`config.mk`:
```
export PLATFORM = sky130hd
export DESIGN_NAME = fetch_stage
export DESIGN_NICKNAME = d
export VERILOG_FILES = /design/src/rtl/mips_pkg.sv /design/src/rtl/fetch_stage_if_id_reg.sv /design/src/rtl/fetch_stage.sv
export SDC_FILE = /design/constraint.sdc
export NUM_CORES = 1
export LEC_CHECK = 0
export BUFFER_PORTS_ARGS = -buffer_cell sky130_fd_sc_hd__buf_2
export CORE_AREA = 3 3 104 106
export CTS_BUF_LIST = sky130_fd_sc_hd__clkbuf_8
export CTS_CLUSTER_DIAMETER = 200
export DETAILED_ROUTE_END_ITERATION = 7
export DIE_AREA = 0 0 107 109
export PLACE_DENSITY = 0.95
export SETUP_SLACK_MARGIN = 0.1
export SYNTH_ARGS = -nofsm -noshare
export SYNTH_HDL_FRONTEND = slang
export SYNTH_SLANG_ARGS = --single-unit
```
`constraint.sdc`:
```
create_clock -name clk -period 5.22 [get_ports clk]
set_input_delay 0.522 -clock clk [delete_from_list [all_inputs] [get_ports clk]]
set_output_delay 0.522 -clock clk [all_outputs]
set_load 0.02 [all_outputs]
```
`src/rtl/mips_pkg.sv`:
```
// Shared MIPS pipeline constants: NOP encoding, reset PC default and the
// branch/jump opcode and funct values used by decode.
package mips_pkg;

  localparam logic [31:0] NOP_INSTR        = 32'h0000_0000;
  localparam logic [31:0] RESET_PC_DEFAULT = 32'h0000_0000;

  typedef enum logic [5:0] {
    OP_RTYPE  = 6'h00,
    OP_REGIMM = 6'h01,  // BLTZ lives under REGIMM
    OP_J      = 6'h02,
    OP_BEQ    = 6'h04,
    OP_BNE    = 6'h05,
    OP_BLEZ   = 6'h06,
    OP_BGTZ   = 6'h07
  } opcode_t;

  localparam logic [4:0] RT_BLTZ  = 5'h00;
  localparam logic [5:0] FUNCT_JR = 6'h08;

  function automatic logic [31:0] pc_plus4(input logic [31:0] pc);
    return pc + 32'd4;
  endfunction

endpackage

```
`src/rtl/fetch_stage_if_id_reg.sv`:
```
// IF/ID pipeline register: clear loads a bubble, en loads a fetched
// instruction, otherwise the register holds.
module if_id_reg
  import mips_pkg::*;
(
  input  logic        clk,
  input  logic        rst,
  input  logic        en,
  input  logic        clr,
  input  logic [31:0] d_instr,
  input  logic [31:0] d_pc_plus4,
  output logic [31:0] instr,
  output logic [31:0] pc_plus4,
  output logic        valid
);

  always_ff @(posedge clk or posedge rst) begin
    if (rst) begin
      instr    <= NOP_INSTR;
      pc_plus4 <= '0;
      valid    <= 1'b0;
    end else if (clr) begin
      instr    <= NOP_INSTR;
      pc_plus4 <= '0;
      valid    <= 1'b0;
    end else if (en) begin
      instr    <= d_instr;
      pc_plus4 <= d_pc_plus4;
      valid    <= 1'b1;
    end
  end

endmodule

```
`src/rtl/fetch_stage.sv`:
```
// MIPS IF stage: PC register and next-PC mux, imem ready handshake,
// IF/ID register and a saturating count of wait-state bubbles.
module fetch_stage
  import mips_pkg::*;
#(
  parameter logic [31:0] RESET_PC   = RESET_PC_DEFAULT,
  parameter bit          DELAY_SLOT = 1'b1,
  parameter int unsigned CNT_W      = 16
) (
  input  logic             clk,
  input  logic             rst,
  output logic [31:0]      imem_addr,
  input  logic [31:0]      imem_rdata,
  input  logic             imem_ready,
  input  logic             StallF,
  input  logic             StallD,
  input  logic             FlushD,
  input  logic             PCSrcD,
  input  logic [31:0]      target_D,
  output logic [31:0]      PCF,
  output logic [31:0]      instrD,
  output logic [31:0]      PCPlus4D,
  output logic             validD,
  output logic [CNT_W-1:0] bubble_cnt
);

  logic [31:0] pc_next;
  logic [31:0] pc_plus4_f;
  logic [31:0] target_aligned;
  logic        redirect;
  logic        hold_pc;
  logic        squash;
  logic        bubble_in;
  logic        wait_bubble;

  assign pc_plus4_f     = pc_plus4(PCF);
  assign target_aligned = target_D & 32'hFFFF_FFFC;
  assign redirect       = PCSrcD & ~StallD;
  // A StallD without StallF would drop the fetched word, so the PC holds too.
  assign hold_pc        = StallF | StallD;
  assign squash         = redirect & (DELAY_SLOT == 1'b0);
  assign imem_addr      = PCF;

  always_comb begin
    pc_next = pc_plus4_f;
    if (redirect)         pc_next = target_aligned;
    else if (hold_pc)     pc_next = PCF;
    else if (!imem_ready) pc_next = PCF;
  end

  always_ff @(posedge clk or posedge rst) begin
    if (rst) PCF <= RESET_PC & 32'hFFFF_FFFC;
    else     PCF <= pc_next;
  end

  // Bubble sources below StallD in priority; only pure imem wait states are counted.
  assign bubble_in   = FlushD | (~StallD & (squash | StallF | ~imem_ready));
  assign wait_bubble = ~FlushD & ~StallD & ~squash & ~StallF & ~imem_ready;

  always_ff @(posedge clk or posedge rst) begin
    if (rst)
      bubble_cnt <= '0;
    else if (wait_bubble && (bubble_cnt != '1))
      bubble_cnt <= bubble_cnt + 1'b1;
  end

  if_id_reg u_if_id (
    .clk        (clk),
    .rst        (rst),
    .en         (~StallD),
    .clr        (bubble_in),
    .d_instr    (imem_rdata),
    .d_pc_plus4 (pc_plus4_f),
    .instr      (instrD),
    .pc_plus4   (PCPlus4D),
    .valid      (validD)
  );

endmodule
```
==> flow_metrics.tcl, run 1 <==
set metrics [dict create \
    status "finished clean" \
    nFillCells 771 \
    core_area_um2 9860 \
    r2r_cells 5 \
    die_w_um 107 \
    syn_inst 540 \
    setup-violations-final 0 \
    drt_wl_total_mm 15.1 \
    overflow 0 \
    ys_ff_latch 109 \
    clock_latency_ns 0.37 \
    gp_congestion 0.908 \
    ir_drop_mv 0.162 \
    reg2reg_slack_ns 2.71 \
    antenna_found_initial 0 \
    route.detailed.drc 0 \
    synth_most_common_cell "dfrtp_1" \
    viasPerCell 5.80 \
    worstMarginPinSlew_ns 1.15 \
    port_buffers 207 \
    synth_cell_types 54 \
    grt_pass1_vias 4629 \
    end_kind "register" \
    drt_first_pass_iters 5 \
    async_reset_ff_share_pct 100 \
    synth-seq-area-share_pct 49.6 \
    hpwl_mm 10.7 \
    cts_resized 0 \
    post-cts-setup-buffers 0 \
    grtUsageTotal_pct 25.4 \
    final-hold-violation-count 0 \
    initial_core_util_pct 55.7 \
    fmax_mhz 399 \
    ys_warn_count 0 \
    hold_buffers 0 \
    clk_pin_slew_ns 0.10 \
    syn_area_per_cell_um2 10.2 \
    skew_ns 0.0162 \
    rr_endpoint "u_if_id.pc_plus4[15]" \
    maxCapViolCount 0 \
    ioPinCount 216 \
    vias 4841 \
    syn_to_final_growth_pct 19.5 \
    yosys.area.top_type "dfrtp_1" \
    drive_gt1_share_pct 35.8 \
    synthFlopType "dfrtp_1" \
    cts.sinks 109 \
    crit_fanout 11 \
    synth_area_leaders "dfrtp_1 (50%), a22o_1 (5.3%), xnor2_1 (5.1%), buf_4 (4.9%), nand2_1 (3.6%)" \
    pre_cts_ws_ns 2.52 \
    max_slew_margin_pct 23.5 \
    cts_max_path_buffers 2 \
    yosys.area.top_type_share_pct 49.6 \
    cts_tree "yes" \
    critPathLaunchType "register" \
    final-max-slew-violation-count 0 \
    final_net_count 770 \
    htree_levels 3 \
    setup_slack_ns 2.71 \
    drtAntennaViolNets 0 \
    synth-edff-count 0 \
    cts-root-buf "clkbuf_8" \
    critical_path_required_ns 5.42 \
    diodes 0 \
    rsz0062_at_grt "no" \
    die_y_um 109 \
    crit_arrival_ns 2.71 \
    layout_min_cycle_time_ns 2.51 \
    hold_ws_ns 0.173 \
    grt_start_max_net_pins 70 \
    wl_per_cell_um 18.0 \
    grt_pass1_wl_mm 23.4 \
    path_class "register to register" \
    leakagePower_uw 0.00329 \
    finalSetupTns_ns 0 \
    numCtsBuffers 9 \
    period_share_pct 48.1 \
    std_cell_rows 36 \
    die_area_um2 11700 \
    synth_commonest_cells "dfrtp_1 (109), nand2_1 (52), buf_4 (36)" \
    power_density_nw_per_um2 309 \
    r2r-start "PCF[4]" \
    drt-initial-drc-count 499 \
    hold_class "input pin to asynchronous set/reset pin" \
    syn-cell-area_um2 5490 \
]
-- final cells by class --
cell class / count / area [µm²] / area share, %
clock inverter: 6 / 62.6 / 0.953
clock buffer: 10 / 138 / 2.10
tap: 133 / 166 / 2.54
sequential: 109 / 2730 / 41.6
inverter: 9 / 36.3 / 0.553
timing repair buffer: 212 / 1070 / 16.4
multi-input combinational: 356 / 2360 / 36.0
-- critical path, cell delays in order, from the launching register on --
cell and delay (ns):
dfrtp_1 0.52, and3_1 0.34, nand3_1 0.57, nor3_1 0.58, xnor2_1 0.22, o21ai_0 0.10
-- metrics by stage --
stage,utilization (%),instances,total power [µW],cell area (µm²)
floorplan,-,545,1380,5510
global route,66.5,835,2120,6560
detailed placement,64.5,819,1520,6360
CTS,66.5,835,2040,6560
finish,66.5,835,2030,6560
global placement,64.5,819,1500,6360
-- logic make-up after synthesis --
family          after synthesis  share of synthesized area, %
compound gates              139                          17.2
xor+xnor                     42                          6.70
fa+ha+maj                     2                         0.455
buf+inv                      80                          8.13
flops                       109                          49.6
mux                           2                         0.387
other cells                   1                        0.0683
simple gates                165                          17.4
-- state kept, by name, indices dropped and copies added (netlist names) --
signal            count
PCF                  30
bubble_cnt           16
u_if_id.instr        32
u_if_id.pc_plus4     30
u_if_id.valid         1
-- power breakdown --
group	switching [µW]	total [µW]	internal, µW
combinational	316	488	173
clock	285	519	235
sequential	114	1020	906
-- metal layers --
layer  vias to the layer above  GRT usage, %  part of all wire, %
li1                       2214             -                    -
met1                      2314          34.2                   41
met2                       278          41.4                   49
met3                        35          3.73                  8.0
met4                         0          10.7                  2.4
met5                         -             0                    0
-- worst max-delay path by stage --
stage	startpoint	to	slack [ns]	cells after the start
2_1_floorplan	rst	PCF[10]	1.82	1
3_3_place_gp	PCSrcD	PCF[20]	2.57	7
3_5_place_dp	PCSrcD	PCF[20]	2.52	7
4_1_cts	PCF[4]	PCF[21]	2.77	5
5_1_grt	PCF[4]	u_if_id.pc_plus4[15]	2.60	5
6_report	PCF[4]	u_if_id.pc_plus4[15]	2.71	5
-- cells in the final DEF (no fill, tap or decap), types with 9 or more instances in the layout --
master	netlist	final
xnor2_1	32	32
a22o_1	33	33
nand4_1	12	12
clkbuf_8	0	10
a21oi_1	17	16
o22ai_1	12	12
xor2_1	10	10
nand3_1	20	20
buf_2	3	207
nor3_1	20	18
o21a_1	10	10
o21ai_1	9	9
nand2_1	52	52
dfrtp_1	109	109
nor2_1	23	23
o21ai_0	31	31
Note: power is estimated with default switching activity, not from simulation.
==> inputs of run 2 (changes only) <==
CORE_AREA = 3 3 108 110   (was 3 3 104 106)
DIE_AREA = 0 0 111 113   (was 0 0 107 109)
PLACE_DENSITY = 0.93   (was 0.95)
clock period = 2.5 ns   (was 5.22 ns; I/O delays follow)
==> flow_metrics.tcl, run 2 (synthesized netlist as in run 1, its figures left out) <==
set metrics [dict create \
    final-hold-violation-count 0 \
    end_kind "register" \
    seqPwrFrac_pct 47.5 \
    setup_slack_ns 0.247 \
    cts_resized 0 \
    rsz0062_at_grt "no" \
    post-cts-setup-buffers 0 \
    path_cells "nand3_1 > or4_4 > or4_4 > o22ai_1 > o21ba_1" \
    worstMarginPinSlew_ns 1.04 \
    hold_class "input pin to asynchronous set/reset pin" \
    switchingPower_uw 1520 \
    power_density_nw_per_um2 651 \
    overflow 0 \
    gp_congestion 0.830 \
    cp_common_cell "or4_4" \
    viasPerCell 5.60 \
    grt_pass1_wl_mm 24.0 \
    multi_input_area_um2 2360 \
    cts_max_path_buffers 2 \
    std_cell_rows 38 \
    grt_pass1_vias 4575 \
    clockPowerShare_pct 27.6 \
    grtUsageTotal_pct 23.3 \
    max_slew_margin_pct 30.5 \
    die_y_um 113 \
    cts-root-buf "clkbuf_8" \
    drt_first_pass_iters 5 \
    period_share_pct 90.1 \
    initial_core_util_pct 50.9 \
    path_class "register to register" \
    regArea_um2 2730 \
    antenna_found_initial 0 \
    critical_path_required_ns 2.76 \
    leakagePower_uw 0.00338 \
    die_w_um 111 \
    cts.sinks 109 \
    route.detailed.drc 0 \
    nFillCells 932 \
    layout_min_cycle_time_ns 2.25 \
    fmax_mhz 444 \
    core_area_um2 10800 \
    numCtsBuffers 9 \
    final_area_um2 6750 \
    vias 4806 \
    critPathLaunchType "register" \
    hold_buffers 0 \
    crit_slowest_cell "or4_4" \
    setup-violations-final 0 \
    die_area_um2 12500 \
    syn_to_final_growth_pct 22.8 \
    critical_path.max_stage_delay_ns 0.66 \
    ir_drop_mv 0.354 \
    layout_common_cells "buf_2 (207), dfrtp_1 (109), nand2_1 (52)" \
    comb_power_share_pct 24.9 \
    pre_cts_ws_ns 0.295 \
    htree_levels 3 \
    hpwl_mm 10.9 \
    final_common_cell "buf_2" \
    maxCapViolCount 0 \
    crit_arrival_ns 2.51 \
    port_buffers 207 \
    wl_per_cell_um 17.4 \
    drt_wl_total_mm 15.0 \
    regMostFlops "u_if_id.instr" \
    crit_fanout 14 \
    skew_ns 0.0146 \
    diodes 0 \
    ioPinCount 216 \
    largest_reg_flops 32 \
    grt_start_max_net_pins 110 \
    cts_tree "yes" \
    drtAntennaViolNets 0 \
    p_sw_share_pct 34.6 \
    placed_area_um2 6520 \
    final_net_count 786 \
    clk_pin_slew_ns 0.12 \
    drt-initial-drc-count 413 \
    final-max-slew-violation-count 0 \
    finalSetupTns_ns 0 \
    p_int_uw 2870 \
    status "finished clean" \
    clock_latency_ns 0.37 \
    top_regs "u_if_id.instr x32, PCF x30, u_if_id.pc_plus4 x30" \
    drive_gt1_share_pct 37.2 \
]
run 2: changes by cell type in the layout (fill, tap and decap cells not counted), sizes merged:
cell	before	now
buf	212	228
clkinv	6	2
clkinvlp	0	2
inv	8	10
bufinv	1	2
clkbuf	10	9
run 2: stage by stage:
| step | total power [µW] | cells | hold WS (ns) | utilization [%] |
|---|---|---|---|---|
| floorplan | 2870 | 545 | 0.383 | - |
| global placement | 3180 | 842 | 0.456 | 60.4 |
| detailed placement | 3210 | 842 | 0.466 | 60.4 |
| CTS | 4420 | 858 | 0.0708 | 62.5 |
| global route | 4600 | 858 | 0.0803 | 62.5 |
| finish | 4390 | 858 | 0.0824 | 62.5 |
run 2: power by group through the flow:
| stage | combinational, µW | clock (µW) | sequential (µW) |
|---|---|---|---|
| floorplan | 630 | 0 | 2240 |
| global placement | 1080 | 0 | 2100 |
| detailed placement | 1100 | 0 | 2120 |
| CTS | 1100 | 1240 | 2080 |
| global route | 1180 | 1310 | 2110 |
| finish | 1090 | 1210 | 2080 |
run 2: worst paths after layout:
check                                          from             endpoint  slack, ns  cells past startpoint
worst max-delay path                         PCF[9]              PCF[21]       0.25                      5
worst min-delay path                            rst    u_if_id.instr[16]       0.08                      3
worst max register to register               PCF[9]              PCF[21]       0.25                      5
worst min register to register  u_if_id.pc_plus4[2]  u_if_id.pc_plus4[2]       0.48                      2
max in group asynchronous                       rst  u_if_id.pc_plus4[2]       2.02                      3
min in group clk                     imem_rdata[18]    u_if_id.instr[18]       0.09                      2
run 2: critical path: cells and delay by family (launching register included):
kind	cells	cell delay [ns]
AO/OA/AOI/OAI	2	0.29
flip-flops	1	0.49
AND/OR/NAND/NOR	3	1.37
run 2: layer usage:
metal | vias up | wire length (µm) | global-route usage (%)
met5 | - | 0 | 0
met4 | 0 | 233 | 6.57
met3 | 19 | 963 | 2.94
met2 | 230 | 7290 | 38.0
met1 | 2308 | 6490 | 33.0
li1 | 2249 | - | -
run 2: final cells by class:
type                    instances  area share (%)
inverters                       9           0.556
well taps                     140            2.60
multi-input cells             356            35.0
flip-flops and latches        109            40.4
clock buffers                   9            1.84
clock inverters                 7            1.52
repair buffers                228            18.1
==> inputs of run 3 (changes only) <==
CORE_AREA = 2 2 107 109   (was 3 3 108 110)
DIE_AREA = 0 0 109 111   (was 0 0 111 113)
==> flow_metrics.tcl, run 3 (synthesized netlist as in run 1, its figures left out) <==
set metrics [dict create \
    cp_top_family "simple AND/OR/NAND/NOR gates" \
    gr-usage-met2_pct 42.2 \
    critical_path_required_ns 2.77 \
    initial_core_util_pct 49.6 \
    p_sw_share_pct 35.5 \
    max_slew_margin_pct 31.8 \
    power.total_uw 4290 \
    finalSetupTns_ns 0 \
    clockPowerShare_pct 25.7 \
    cp_common_cell "or4_4" \
    layout_min_cycle_time_ns 2.30 \
    cts-root-buf "clkbuf_8" \
    setup_slack_ns 0.201 \
    grtUsageMet1_pct 32.3 \
    htree_levels 3 \
    leakagePower_uw 0.00336 \
    ir_drop_mv 0.350 \
    grt_use_met3_pct 4.12 \
    clock_latency_ns 0.37 \
    power_density_nw_per_um2 639 \
    cts_max_path_buffers 2 \
    layout_common_cells "buf_2 (207), dfrtp_1 (109), nand2_1 (52)" \
    top_usage_layer "met2" \
    std_cell_rows 39 \
    viasPerCell 5.75 \
    final_net_count 784 \
    drt_first_pass_iters 5 \
    critPathLaunch "PCF[14]" \
    grt_start_max_net_pins 110 \
    overflow 0 \
    hold_buffers 0 \
    diodes 0 \
    antenna_found_initial 0 \
    reg2reg_slack_ns 0.20 \
    fmax_mhz 435 \
    drtAntennaViolNets 0 \
    route.detailed.drc 0 \
    crit_slowest_cell "or4_4" \
    top_regs "u_if_id.instr x32, PCF x30, u_if_id.pc_plus4 x30" \
    r2r-start "PCF[14]" \
    cts_tree "yes" \
    path_buf_inv 0 \
    syn_to_final_growth_pct 22.2 \
    end_kind "register" \
    path_cells "nand4_2 > or4_4 > or4_4 > o22ai_1 > o21ba_1" \
    cts_resized 0 \
    grt_pass1_vias 4721 \
    grtUsageTotal_pct 25.4 \
    clk_pin_slew_ns 0.11 \
    hpwl_mm 11.1 \
    wl_per_cell_um 18.0 \
    critPathLaunchType "register" \
    post-cts-setup-buffers 0 \
    final-max-slew-violation-count 0 \
    seqPwrFrac_pct 49.1 \
    vias 4941 \
    period_share_pct 91.9 \
    status "finished clean" \
    cts.sinks 109 \
    ioPinCount 216 \
    numCtsBuffers 9 \
    die_y_um 111 \
    path_class "register to register" \
    pre_cts_ws_ns 0.222 \
    final-hold-violation-count 0 \
    skew_ns 0.0133 \
    p_int_uw 2770 \
    crit_arrival_ns 2.57 \
    port_buffers 207 \
    worstMarginPinSlew_ns 1.02 \
    setup-violations-final 0 \
    die_w_um 109 \
    gp_congestion 0.868 \
    die_area_um2 12100 \
    crit_fanout 14 \
    critical_path.max_stage_delay_ns 0.72 \
    comb_power_share_pct 25.1 \
    drive_gt1_share_pct 37.0 \
    regMostFlops "u_if_id.instr" \
    rsz0062_at_grt "no" \
    grt_pass1_wl_mm 24.0 \
    switchingPower_uw 1520 \
    core_area_um2 11100 \
    drt_wl_total_mm 15.4 \
    final_common_cell "buf_2" \
    largest_reg_flops 32 \
    drt-initial-drc-count 292 \
    maxCapViolCount 0 \
    hold_class "input pin to asynchronous set/reset pin" \
]
[run 3: changes by cell type in the layout (fill, tap and decap cells not counted)]
cell | before | now
bufinv_16 | 2 | 1
buf_4 | 19 | 17
clkinv_4 | 1 | 2
[run 3: area by class of cell]
type                            count  area (µm²)
Clock buffer                        9         124
Clock inverter                      7        81.3
Fill cell                         951        4360
Inverter                            9        37.5
Multi-Input combinational cell    356        2360
Sequential cell                   109        2730
Tap cell                          143         179
Timing Repair Buffer              226        1200
[run 3: power by group through the flow]
| stage | clock network, µW | registers, µW | logic, µW |
|---|---|---|---|
| after floorplan | 0 | 2240 | 630 |
| after global placement | 0 | 2130 | 1060 |
| after detailed placement | 0 | 2130 | 1080 |
| after CTS | 1140 | 2100 | 1080 |
| after global routing | 1210 | 2130 | 1160 |
| final | 1100 | 2110 | 1080 |
[run 3: worst paths after layout]
| path | endpoint | cells past startpoint |
|---|---|---|
| min in group clk | u_if_id.instr[21] | 2 |
| worst max register to register | PCF[21] | 5 |
| max in group asynchronous | u_if_id.instr[20] | 3 |
| worst min register to register | u_if_id.pc_plus4[4] | 2 |
| worst min-delay path | u_if_id.pc_plus4[11] | 3 |
| worst max-delay path | PCF[21] | 5 |
[run 3: stage by stage]
step | util [%] | cells | hold WS, ns | area [µm²]
2_1_floorplan | - | 545 | 0.383 | 5520
4_1_cts | 60.6 | 859 | 0.0505 | 6710
6_report | 60.6 | 859 | 0.0226 | 6710
5_1_grt | 60.6 | 859 | 0.0649 | 6710
3_5_place_dp | 58.7 | 843 | 0.468 | 6510
3_3_place_gp | 58.7 | 843 | 0.456 | 6510
[run 3: worst reg2reg max path, stage by stage (launching register included)]
cell and delay [ns]:
dfrtp_1 0.46, nand4_2 0.17, or4_4 0.72, or4_4 0.56, o22ai_1 0.13, o21ba_1 0.16
[run 3: per-layer routing]
| layer | wire length, µm | up-vias | share of wire (%) |
|---|---|---|---|
| met1 | 6140 | 2399 | 40 |
| met4 | 381 | 0 | 2.5 |
| li1 | - | 2248 | - |
| met3 | 1330 | 32 | 8.6 |
| met5 | 0 | - | 0 |
| met2 | 7590 | 262 | 49 |
